## config.mk

```make
export PLATFORM = sky130hd
export DESIGN_NAME = ub_affine_sched_ctrl_flat
export DESIGN_NICKNAME = d
export VERILOG_FILES = /design/src/rtl/ub_affine_sched_ctrl_pkg.sv /design/src/rtl/ub_affine_sched_ctrl_if.sv /design/src/rtl/ub_affine_sched_ctrl_counter_chain.sv /design/src/rtl/ub_affine_sched_ctrl.sv /design/src/flat_wrapper.sv
export SDC_FILE = /design/constraint.sdc
export NUM_CORES = 1
export LEC_CHECK = 0
export ABC_AREA = 1
export CAP_MARGIN = 20
export CORE_ASPECT_RATIO = 1.2
export CORE_MARGIN = 2
export CORE_UTILIZATION = 52
export DETAILED_ROUTE_END_ITERATION = 10
export PLACE_DENSITY_LB_ADDON = 0.3
export SLEW_MARGIN = 10
export SYNTH_ARGS = -nofsm -noshare
export SYNTH_HDL_FRONTEND = slang
export SYNTH_SLANG_ARGS = --single-unit
```

## constraint.sdc

```tcl
create_clock -name clk -period 2.4 [get_ports clk]
set_input_delay 0.48 -clock clk [delete_from_list [all_inputs] [get_ports clk]]
set_output_delay 0.48 -clock clk [all_outputs]
set_load 0.005 [all_outputs]
```

## src/rtl/ub_affine_sched_ctrl_pkg.sv

```systemverilog
// Shared types and constants for the unified-buffer affine schedule controller.
// Optional row-gap feature: UB_CTRL_ROW_GAP_EN (used by the interface and top).
package ub_ctrl_pkg;

    localparam int CTR_W    = 16;
    localparam int NUM_DIMS = 3;

    localparam logic [CTR_W-1:0] CTR_ONE = {{(CTR_W-1){1'b0}}, 1'b1};

    typedef enum logic [1:0] {
        IDLE  = 2'd0,
        DELAY = 2'd1,
        RUN   = 2'd2,
        DONE  = 2'd3
    } ctrl_state_e;

    // Index 1 is the innermost loop, then 2, then 0 outermost.
    typedef logic [NUM_DIMS-1:0][CTR_W-1:0] ctrl_vec_t;

    // An empty domain along any dimension means nothing ever fires.
    function automatic logic any_zero(input ctrl_vec_t ext);
        logic z;
        z = 1'b0;
        for (int i = 0; i < NUM_DIMS; i++) begin
            if (ext[i] == '0) begin
                z = 1'b1;
            end
        end
        return z;
    endfunction

endpackage

```

## src/rtl/ub_affine_sched_ctrl_if.sv

```systemverilog
// Handshake/config bundle between the top-level schedule and one controller.
// With UB_CTRL_ROW_GAP_EN defined the bundle carries cfg_row_gap as well.
interface ub_affine_sched_ctrl_if;
    import ub_ctrl_pkg::*;

    logic             flush;
    logic             start;
    logic [CTR_W-1:0] cfg_start_delay;
    ctrl_vec_t        cfg_extent;
    logic [CTR_W-1:0] cfg_ii;
`ifdef UB_CTRL_ROW_GAP_EN
    logic [CTR_W-1:0] cfg_row_gap;
`endif
    logic             stall;
    logic             valid;
    ctrl_vec_t        ctrl_vars;
    logic             busy;
    logic             done;

    // The schedule side drives commands and configuration.
    modport master (
        output flush, start, cfg_start_delay, cfg_extent, cfg_ii,
`ifdef UB_CTRL_ROW_GAP_EN
        output cfg_row_gap,
`endif
        output stall,
        input  valid, ctrl_vars, busy, done
    );

    // The controller consumes commands and reports the iteration state.
    modport slave (
        input  flush, start, cfg_start_delay, cfg_extent, cfg_ii,
`ifdef UB_CTRL_ROW_GAP_EN
        input  cfg_row_gap,
`endif
        input  stall,
        output valid, ctrl_vars, busy, done
    );

endinterface

```

## src/rtl/ub_affine_sched_ctrl_counter_chain.sv

```systemverilog
// Three nested loop counters, carry order var1 -> var2 -> var0.
// The final iteration holds its value so the indices stay visible at done.
module ub_ctrl_counter_chain
    import ub_ctrl_pkg::*;
(
    input  logic      clk,
    input  logic      rst_n,
    input  logic      inc,
    input  logic      clr,
    input  ctrl_vec_t extents,
    output ctrl_vec_t vars,
    output logic      last
);

    logic [NUM_DIMS-1:0] at_max;

    // Each dimension is at its top when it equals extent-1.
    always_comb begin
        at_max = '0;
        for (int i = 0; i < NUM_DIMS; i++) begin
            at_max[i] = (vars[i] == (extents[i] - CTR_ONE));
        end
    end

    assign last = &at_max;

    // Advance the carry chain on each firing; clear has priority.
    always_ff @(posedge clk or negedge rst_n) begin
        if (!rst_n) begin
            vars <= '0;
        end else if (clr) begin
            vars <= '0;
        end else if (inc && !last) begin
            if (!at_max[1]) begin
                vars[1] <= vars[1] + CTR_ONE;
            end else begin
                vars[1] <= '0;
                if (!at_max[2]) begin
                    vars[2] <= vars[2] + CTR_ONE;
                end else begin
                    vars[2] <= '0;
                    vars[0] <= vars[0] + CTR_ONE;
                end
            end
        end
    end

endmodule

```

## src/rtl/ub_affine_sched_ctrl.sv

```systemverilog
// Schedule controller for one unified-buffer port: start delay, II pacing,
// stall/flush handling and the affine loop indices for the buffer address.
// Optional macro UB_CTRL_ROW_GAP_EN adds blanking cycles after each row wrap.
module ub_affine_sched_ctrl
    import ub_ctrl_pkg::*;
(
    input  logic                  clk,
    input  logic                  rst_n,
    ub_affine_sched_ctrl_if.slave bus
);

    ctrl_state_e      state_q;
    ctrl_state_e      state_d;

    logic [CTR_W-1:0] delay_q;
    logic [CTR_W-1:0] ii_q;
    ctrl_vec_t        ext_q;
    logic [CTR_W-1:0] delay_cnt_q;
    logic [CTR_W-1:0] ii_cnt_q;

    ctrl_vec_t        vars;
    logic             last;
    logic             fire;
    logic             accept_start;
    logic             chain_clr;
    logic             delay_end;
    logic [CTR_W-1:0] ii_last;
    logic             gap_active;

`ifdef UB_CTRL_ROW_GAP_EN
    logic [CTR_W-1:0] gap_q;
    logic [CTR_W-1:0] gap_cnt_q;
    logic             row_wrap;

    assign gap_active = (gap_cnt_q != '0);
    assign row_wrap   = (vars[1] == (ext_q[1] - CTR_ONE));
`else
    assign gap_active = 1'b0;
`endif

    // An II of zero behaves exactly like an II of one.
    assign ii_last   = (ii_q == '0) ? '0 : (ii_q - CTR_ONE);
    assign delay_end = (delay_cnt_q == (delay_q - CTR_ONE));

    // State register.
    always_ff @(posedge clk or negedge rst_n) begin
        if (!rst_n) begin
            state_q <= IDLE;
        end else begin
            state_q <= state_d;
        end
    end

    // Next state, firing decision and start acceptance; flush overrides all.
    always_comb begin
        state_d      = state_q;
        accept_start = 1'b0;
        fire         = (state_q == RUN) && (ii_cnt_q == '0) && !bus.stall
                       && !bus.flush && !gap_active;

        case (state_q)
            IDLE: begin
                if (bus.start) begin
                    accept_start = 1'b1;
                    if (bus.cfg_start_delay != '0) begin
                        state_d = DELAY;
                    end else if (any_zero(bus.cfg_extent)) begin
                        state_d = DONE;
                    end else begin
                        state_d = RUN;
                    end
                end
            end
            DELAY: begin
                if (delay_end) begin
                    state_d = any_zero(ext_q) ? DONE : RUN;
                end
            end
            RUN: begin
                if (fire && last) begin
                    state_d = DONE;
                end
            end
            DONE: begin
                state_d = IDLE;
            end
            default: begin
                state_d = IDLE;
            end
        endcase

        if (bus.flush) begin
            state_d      = IDLE;
            accept_start = 1'b0;
        end
    end

    // Configuration latch plus the delay, II and (optional) gap counters.
    always_ff @(posedge clk or negedge rst_n) begin
        if (!rst_n) begin
            delay_q     <= '0;
            ii_q        <= '0;
            ext_q       <= '0;
            delay_cnt_q <= '0;
            ii_cnt_q    <= '0;
`ifdef UB_CTRL_ROW_GAP_EN
            gap_q       <= '0;
            gap_cnt_q   <= '0;
`endif
        end else if (bus.flush) begin
            delay_cnt_q <= '0;
            ii_cnt_q    <= '0;
`ifdef UB_CTRL_ROW_GAP_EN
            gap_cnt_q   <= '0;
`endif
        end else if (accept_start) begin
            delay_q     <= bus.cfg_start_delay;
            ii_q        <= bus.cfg_ii;
            ext_q       <= bus.cfg_extent;
            delay_cnt_q <= '0;
            ii_cnt_q    <= '0;
`ifdef UB_CTRL_ROW_GAP_EN
            gap_q       <= bus.cfg_row_gap;
            gap_cnt_q   <= '0;
`endif
        end else begin
            if (state_q == DELAY) begin
                delay_cnt_q <= delay_cnt_q + CTR_ONE;
            end
            if ((state_q == RUN) && !bus.stall) begin
                if (gap_active) begin
`ifdef UB_CTRL_ROW_GAP_EN
                    gap_cnt_q <= gap_cnt_q - CTR_ONE;
`endif
                end else begin
                    ii_cnt_q <= (ii_cnt_q == ii_last) ? '0 : (ii_cnt_q + CTR_ONE);
`ifdef UB_CTRL_ROW_GAP_EN
                    if (fire && row_wrap && !last) begin
                        gap_cnt_q <= gap_q;
                    end
`endif
                end
            end
        end
    end

    assign chain_clr = bus.flush || accept_start;

    ub_ctrl_counter_chain u_chain (
        .clk     (clk),
        .rst_n   (rst_n),
        .inc     (fire),
        .clr     (chain_clr),
        .extents (ext_q),
        .vars    (vars),
        .last    (last)
    );

    assign bus.valid     = fire;
    assign bus.ctrl_vars = vars;
    assign bus.busy      = (state_q == DELAY) || (state_q == RUN);
    assign bus.done      = (state_q == DONE);

endmodule

```

## src/flat_wrapper.sv

```systemverilog
// flat-port wrapper written by rule: the top's interface ports become plain ports
module ub_affine_sched_ctrl_flat import ub_ctrl_pkg::*;
  (clk, rst_n, bus_flush, bus_start, bus_cfg_start_delay, bus_cfg_extent, bus_cfg_ii, bus_stall, bus_valid, bus_ctrl_vars, bus_busy, bus_done);
  ub_affine_sched_ctrl_if bus_i ();
  input  logic clk;
  input  logic rst_n;
  input wire logic [$bits(bus_i.flush)-1:0] bus_flush;
  input wire logic [$bits(bus_i.start)-1:0] bus_start;
  input wire logic [$bits(bus_i.cfg_start_delay)-1:0] bus_cfg_start_delay;
  input wire logic [$bits(bus_i.cfg_extent)-1:0] bus_cfg_extent;
  input wire logic [$bits(bus_i.cfg_ii)-1:0] bus_cfg_ii;
  input wire logic [$bits(bus_i.stall)-1:0] bus_stall;
  output wire logic [$bits(bus_i.valid)-1:0] bus_valid;
  output wire logic [$bits(bus_i.ctrl_vars)-1:0] bus_ctrl_vars;
  output wire logic [$bits(bus_i.busy)-1:0] bus_busy;
  output wire logic [$bits(bus_i.done)-1:0] bus_done;
  assign bus_i.flush = bus_flush;
  assign bus_i.start = bus_start;
  assign bus_i.cfg_start_delay = bus_cfg_start_delay;
  assign bus_i.cfg_extent = bus_cfg_extent;
  assign bus_i.cfg_ii = bus_cfg_ii;
  assign bus_i.stall = bus_stall;
  assign bus_valid = bus_i.valid;
  assign bus_ctrl_vars = bus_i.ctrl_vars;
  assign bus_busy = bus_i.busy;
  assign bus_done = bus_i.done;
  ub_affine_sched_ctrl u_core (.clk(clk), .rst_n(rst_n), .bus(bus_i));
endmodule
```

==> impl_table.tex <==
\begin{tabular}{lr}
\hline
Metric & Value \\
\hline
\multicolumn{2}{l}{\textbf{Worst setup path}} \\
Crit path required time & approximately 2.7 ns \\
End of the worst register-to-register path & u\_core.u\_chain.vars[16]\$\_DFFE\_PN0P\_ \\
Data arrival time of the critical path & 2.75 ns \\
Worst reg2reg startpoint & u\_core.ext\_q[22]\$\_DFFE\_PN0P\_ \\
Depth of the worst register-to-register path & 15 \\
Crit path max fanout & 8 \\
Kind of start point of the critical path & flip-flop \\
Worst reg2reg setup slack & -0.02 ns \\
Crit Path Class & reg2reg \\
CP Capture Type & flip-flop \\
\multicolumn{2}{l}{\textbf{Yosys}} \\
Mean instance size in the synthesized netlist & 7.16 sq um \\
Number of flops mapped to enable cells by yosys & 0 \\
Warnings, synthesis & 0 \\
Primary FF master, synth & dfrtp\_1 \\
Post-synth net total & roughly 1700 \\
Synth unique cells & 39 \\
Proportion of synthesized chip area in sequential cells & between 30\% and 40\% \\
Post-synthesis async set-or-reset flop share & between 90\% and 100\% \\
Number of synthesized register bits & 162 \\
Combined area of all synthesized cells & roughly 0.011 sq mm \\
Gate Count Post-Synth & between 1500 and 2000 \\
\multicolumn{2}{l}{\textbf{Floorplanning}} \\
Die area & about 0.023 sq mm \\
Standard-cell rows & 58 \\
Starting density of the core & a little over half \\
Die Height & between 150 and 200 microns \\
Top-level port count & $\sim$140 \\
Standard cell core area & roughly 0.021 sq mm \\
Overall die width & about 140 microns \\
\multicolumn{2}{l}{\textbf{Pwr}} \\
Switching share of total power & between 30\% and 40\% \\
Reg power frac & around 34\% \\
Leakage dissipation & $\sim$0.0066 uW \\
Power per Cell Area & between 800 and 900 mW/mm\^{}2 \\
Comb pwr share & between 40\% and 50\% \\
Total power consumption of the routed design & 12900 uW \\
Clock power share & a little under a quarter \\
Switching power of the nets & just over 5000 uW \\
Int Pwr & approximately 8000 uW \\
Maximum resistive drop on vdd & about 0.65 mV \\
\multicolumn{2}{l}{\textbf{Route}} \\
Total number of vias & $\sim$11000 \\
DRC marker count from the first detailed-route iteration & around 1100 \\
Count of TritonRoute iterations in the first routing pass & 6 \\
Post-route ant nets & 0 \\
Routed vias/inst & around 5.6 \\
Routed Wire Length & around 32000 microns \\
Post-detailed-route wirelength per cell & between 15 and 20 microns \\
Count of unresolved DRC violations after routing & 0 \\
\multicolumn{2}{l}{\textbf{Placed design}} \\
Total placed instance area & 0.0133 sq mm \\
Weighted congestion reported at the end of routability-driven placement & $\sim$0.92 \\
Post-detail-place hpwl & 22200 microns \\
Number of buffers inserted by port buffering & 135 \\
\multicolumn{2}{l}{\textbf{Final layout}} \\
Utilization after layout & 70.7\% \\
Commonest non-fill, non-tap cells in the layout & nand2\_1, nor2\_1, inv\_1, dfrtp\_1, clkdlybuf4s50\_1 \\
Filler Cell Count & roughly 1600 \\
Register cell area after layout & between 0.004 and 0.005 sq mm \\
Layout overhead on the synthesized area & 33.4\% \\
Area of combinational cells with multiple inputs & just under 0.007 sq mm \\
Final standard cell area without fillers & 0.0148 sq mm \\
Share of cells above drive strength 1 & between 15 and 20\% \\
Number of inserted diodes & 0 \\
Most common cell after layout, fill and taps aside & nand2\_1 \\
Final nets & between 1500 and 2000 \\
\multicolumn{2}{l}{\textbf{STA}} \\
Shortest period the worst path allows & around 2.4 ns \\
Total Negative Setup Slacks & -0.0703 ns \\
Number of pins with negative max-slew slack in the final report & 0 \\
Number of failing setup endpoints in the final timing report & 6 \\
Final setup margin & -0.0230 ns \\
Share of the clock period used by the worst path after layout & 101\% \\
Rel. slew slack & 62.4\% \\
Worst clock skew & 0.0113 ns \\
Setup repair after global routing missed its margin & true \\
Measured slew at the worst slew-check pin & 0.559 ns \\
Achievable clock frequency & between 0.4 and 0.5 GHz \\
Number of failing hold endpoints at the final stage & 0 \\
\multicolumn{2}{l}{\textbf{Clocking}} \\
Maximum clock path buffer count & 2 \\
Clk root buf & clkbuf\_16 \\
Number of clock buffers inserted by TritonCTS & 17 \\
Clk slew on worst S/H paths & approximately 0.07 ns \\
Worst-Skew Late Latency & approximately 0.43 ns \\
Clock tree from TritonCTS & yes \\
H-tree level count & 4 \\
Total number of clock tree sinks & 162 \\
\multicolumn{2}{l}{\textbf{Min path}} \\
Startpoint of the most critical hold path & u\_core.delay\_cnt\_q[15]\$\_DFFE\_PN0P\_ \\
Endpoint of the worst hold-timing path & u\_core.delay\_cnt\_q[15]\$\_DFFE\_PN0P\_ \\
Class of the tightest hold or removal check & reg2reg \\
Depth of the worst hold-timing path & 1 \\
\multicolumn{2}{l}{\textbf{Job}} \\
Number of max-cap violations & 0 \\
\multicolumn{2}{l}{\textbf{Run status}} \\
Violations in the final reports & setup timing \\
Outcome & finished, violations left \\
\multicolumn{2}{l}{\textbf{Global routing}} \\
Gr usage total & 27.3\% \\
Wire length of the first global-routing pass & 49400 microns \\
Antenna violations before repair & 0 \\
Gr ovfl total & 0 \\
Largest net degree at the start of global routing & 63 \\
Number of global-route vias before repair & between 10000 and 15000 \\
\hline
\end{tabular}
## cell usage after synthesis, types with 8 or more instances
cell type | n | area share (%)
a21oi_1 | 58 | 2.6
buf_2 | 11 | 0.50
clkbuf_1 | 25 | 0.84
dfrtp_1 | 162 | 36
ha_1 | 17 | 1.9
inv_1 | 173 | 5.8
mux2_2 | 27 | 2.7
nand2_1 | 358 | 12
nand3_1 | 114 | 5.1
nand3b_1 | 8 | 0.54
nand4_1 | 55 | 3.1
nor2_1 | 215 | 7.3
nor2_2 | 12 | 0.68
nor3_1 | 43 | 1.9
nor3b_1 | 10 | 0.68
nor4_1 | 22 | 1.2
o21ai_0 | 50 | 2.3
o21ai_1 | 14 | 0.63
xnor2_1 | 44 | 3.5
xor2_1 | 89 | 7.0
## cell type report
| class | count | share of cell area (%) |
|---|---|---|
| clock buffer | 22 | 3.20 |
| clock inverter | 9 | 1.20 |
| inverter | 180 | 4.57 |
| multi-input combinational | 1166 | 45.7 |
| sequential | 162 | 27.4 |
| tap | 270 | 2.28 |
| timing repair buffer | 239 | 15.7 |
## stage by stage
step                setup slack [ns]  cells  hold WS (ns)
finish                       -0.0230   2048         0.503
global route                  -0.143   2048         0.524
CTS                           0.0135   2028         0.496
detailed placement            -0.189   1994         0.419
global placement              -0.163   1994         0.415
floorplan                      0.165   1553         0.184
## power groups by stage
| stage | Combinational, uW | Clock [uW] | Sequential, uW |
|---|---|---|---|
| after CTS | 4860 | 3060 | 4250 |
| final | 5490 | 3040 | 4370 |
| after detailed placement | 4780 | 0 | 4290 |
| after floorplan | 3330 | 0 | 4100 |
| after global routing | 6100 | 3190 | 4440 |
| after global placement | 4630 | 0 | 4270 |
## state kept, by name, indices dropped and copies added (netlist names)
name,cells
u_core.ii_q,16
u_core.ext_q,48
u_core.ii_cnt_q,16
u_core.delay_q,16
u_core.delay_cnt_q,16
u_core.state_q,2
u_core.u_chain.vars,48
## logic make-up after synthesis
family                   after synthesis  share of synthesized area (%)
AND/OR/NAND/NOR                      860                           34.4
buffers and inverters                228                           8.02
adder cells (fa/ha/maj)               17                           1.91
flip-flops                           162                           36.5
XOR/XNOR                             133                           10.5
AO/OA/AOI/OAI                        126                           5.95
multiplexers                          27                           2.73
## routing by layer
layer | GRT usage, % | routed length (microns) | vias up
met5 | 0 | 0 | -
met4 | 11.5 | 1150 | 0
met3 | 4.07 | 1980 | 102
met2 | 46.9 | 16100 | 463
met1 | 34.1 | 13000 | 5388
li1 | - | - | 5438
## worst max path at each step
| stage | start | end | cells past startpoint |
|---|---|---|---|
| after CTS | u_core.ext_q[17]$_DFFE_PN0P_ | u_core.u_chain.vars[18]$_DFFE_PN0P_ | 15 |
| after global placement | bus_stall | bus_valid | 7 |
| final | u_core.ext_q[22]$_DFFE_PN0P_ | u_core.u_chain.vars[16]$_DFFE_PN0P_ | 15 |
| after global routing | u_core.ext_q[17]$_DFFE_PN0P_ | u_core.u_chain.vars[14]$_DFFE_PN0P_ | 18 |
| after detailed placement | bus_stall | bus_valid | 7 |
| after floorplan | u_core.ii_q[0]$_DFFE_PN0P_ | u_core.ii_cnt_q[6]$_DFFE_PN0P_ | 15 |
## what timing repair did
action | CTS | global route
gates resized for setup | 16 | 147
hold buffers | 1 | 0
pin swaps | 5 | 46
gates cloned | 0 | 7
buffers inserted | 2 | 13
setup endpoints to repair | 50 | 70
hold endpoints to repair | 34 | 0
## worst max-delay path: stages, from the launching register on
cell	delay (ns)
dfrtp_1	0.45
nor2_2	0.19
nand2_1	0.14
nor2_4	0.20
nand2_2	0.08
nand3_1	0.10
nand3_2	0.09
nor2_2	0.14
nand2_2	0.11
nor2_4	0.14
nand3_2	0.11
nand2_4	0.13
nand2_4	0.13
clkbuf_16	0.21
nand2_1	0.06
o21ai_1	0.05
No activity file was read; power rests on OpenSTA's default activity.
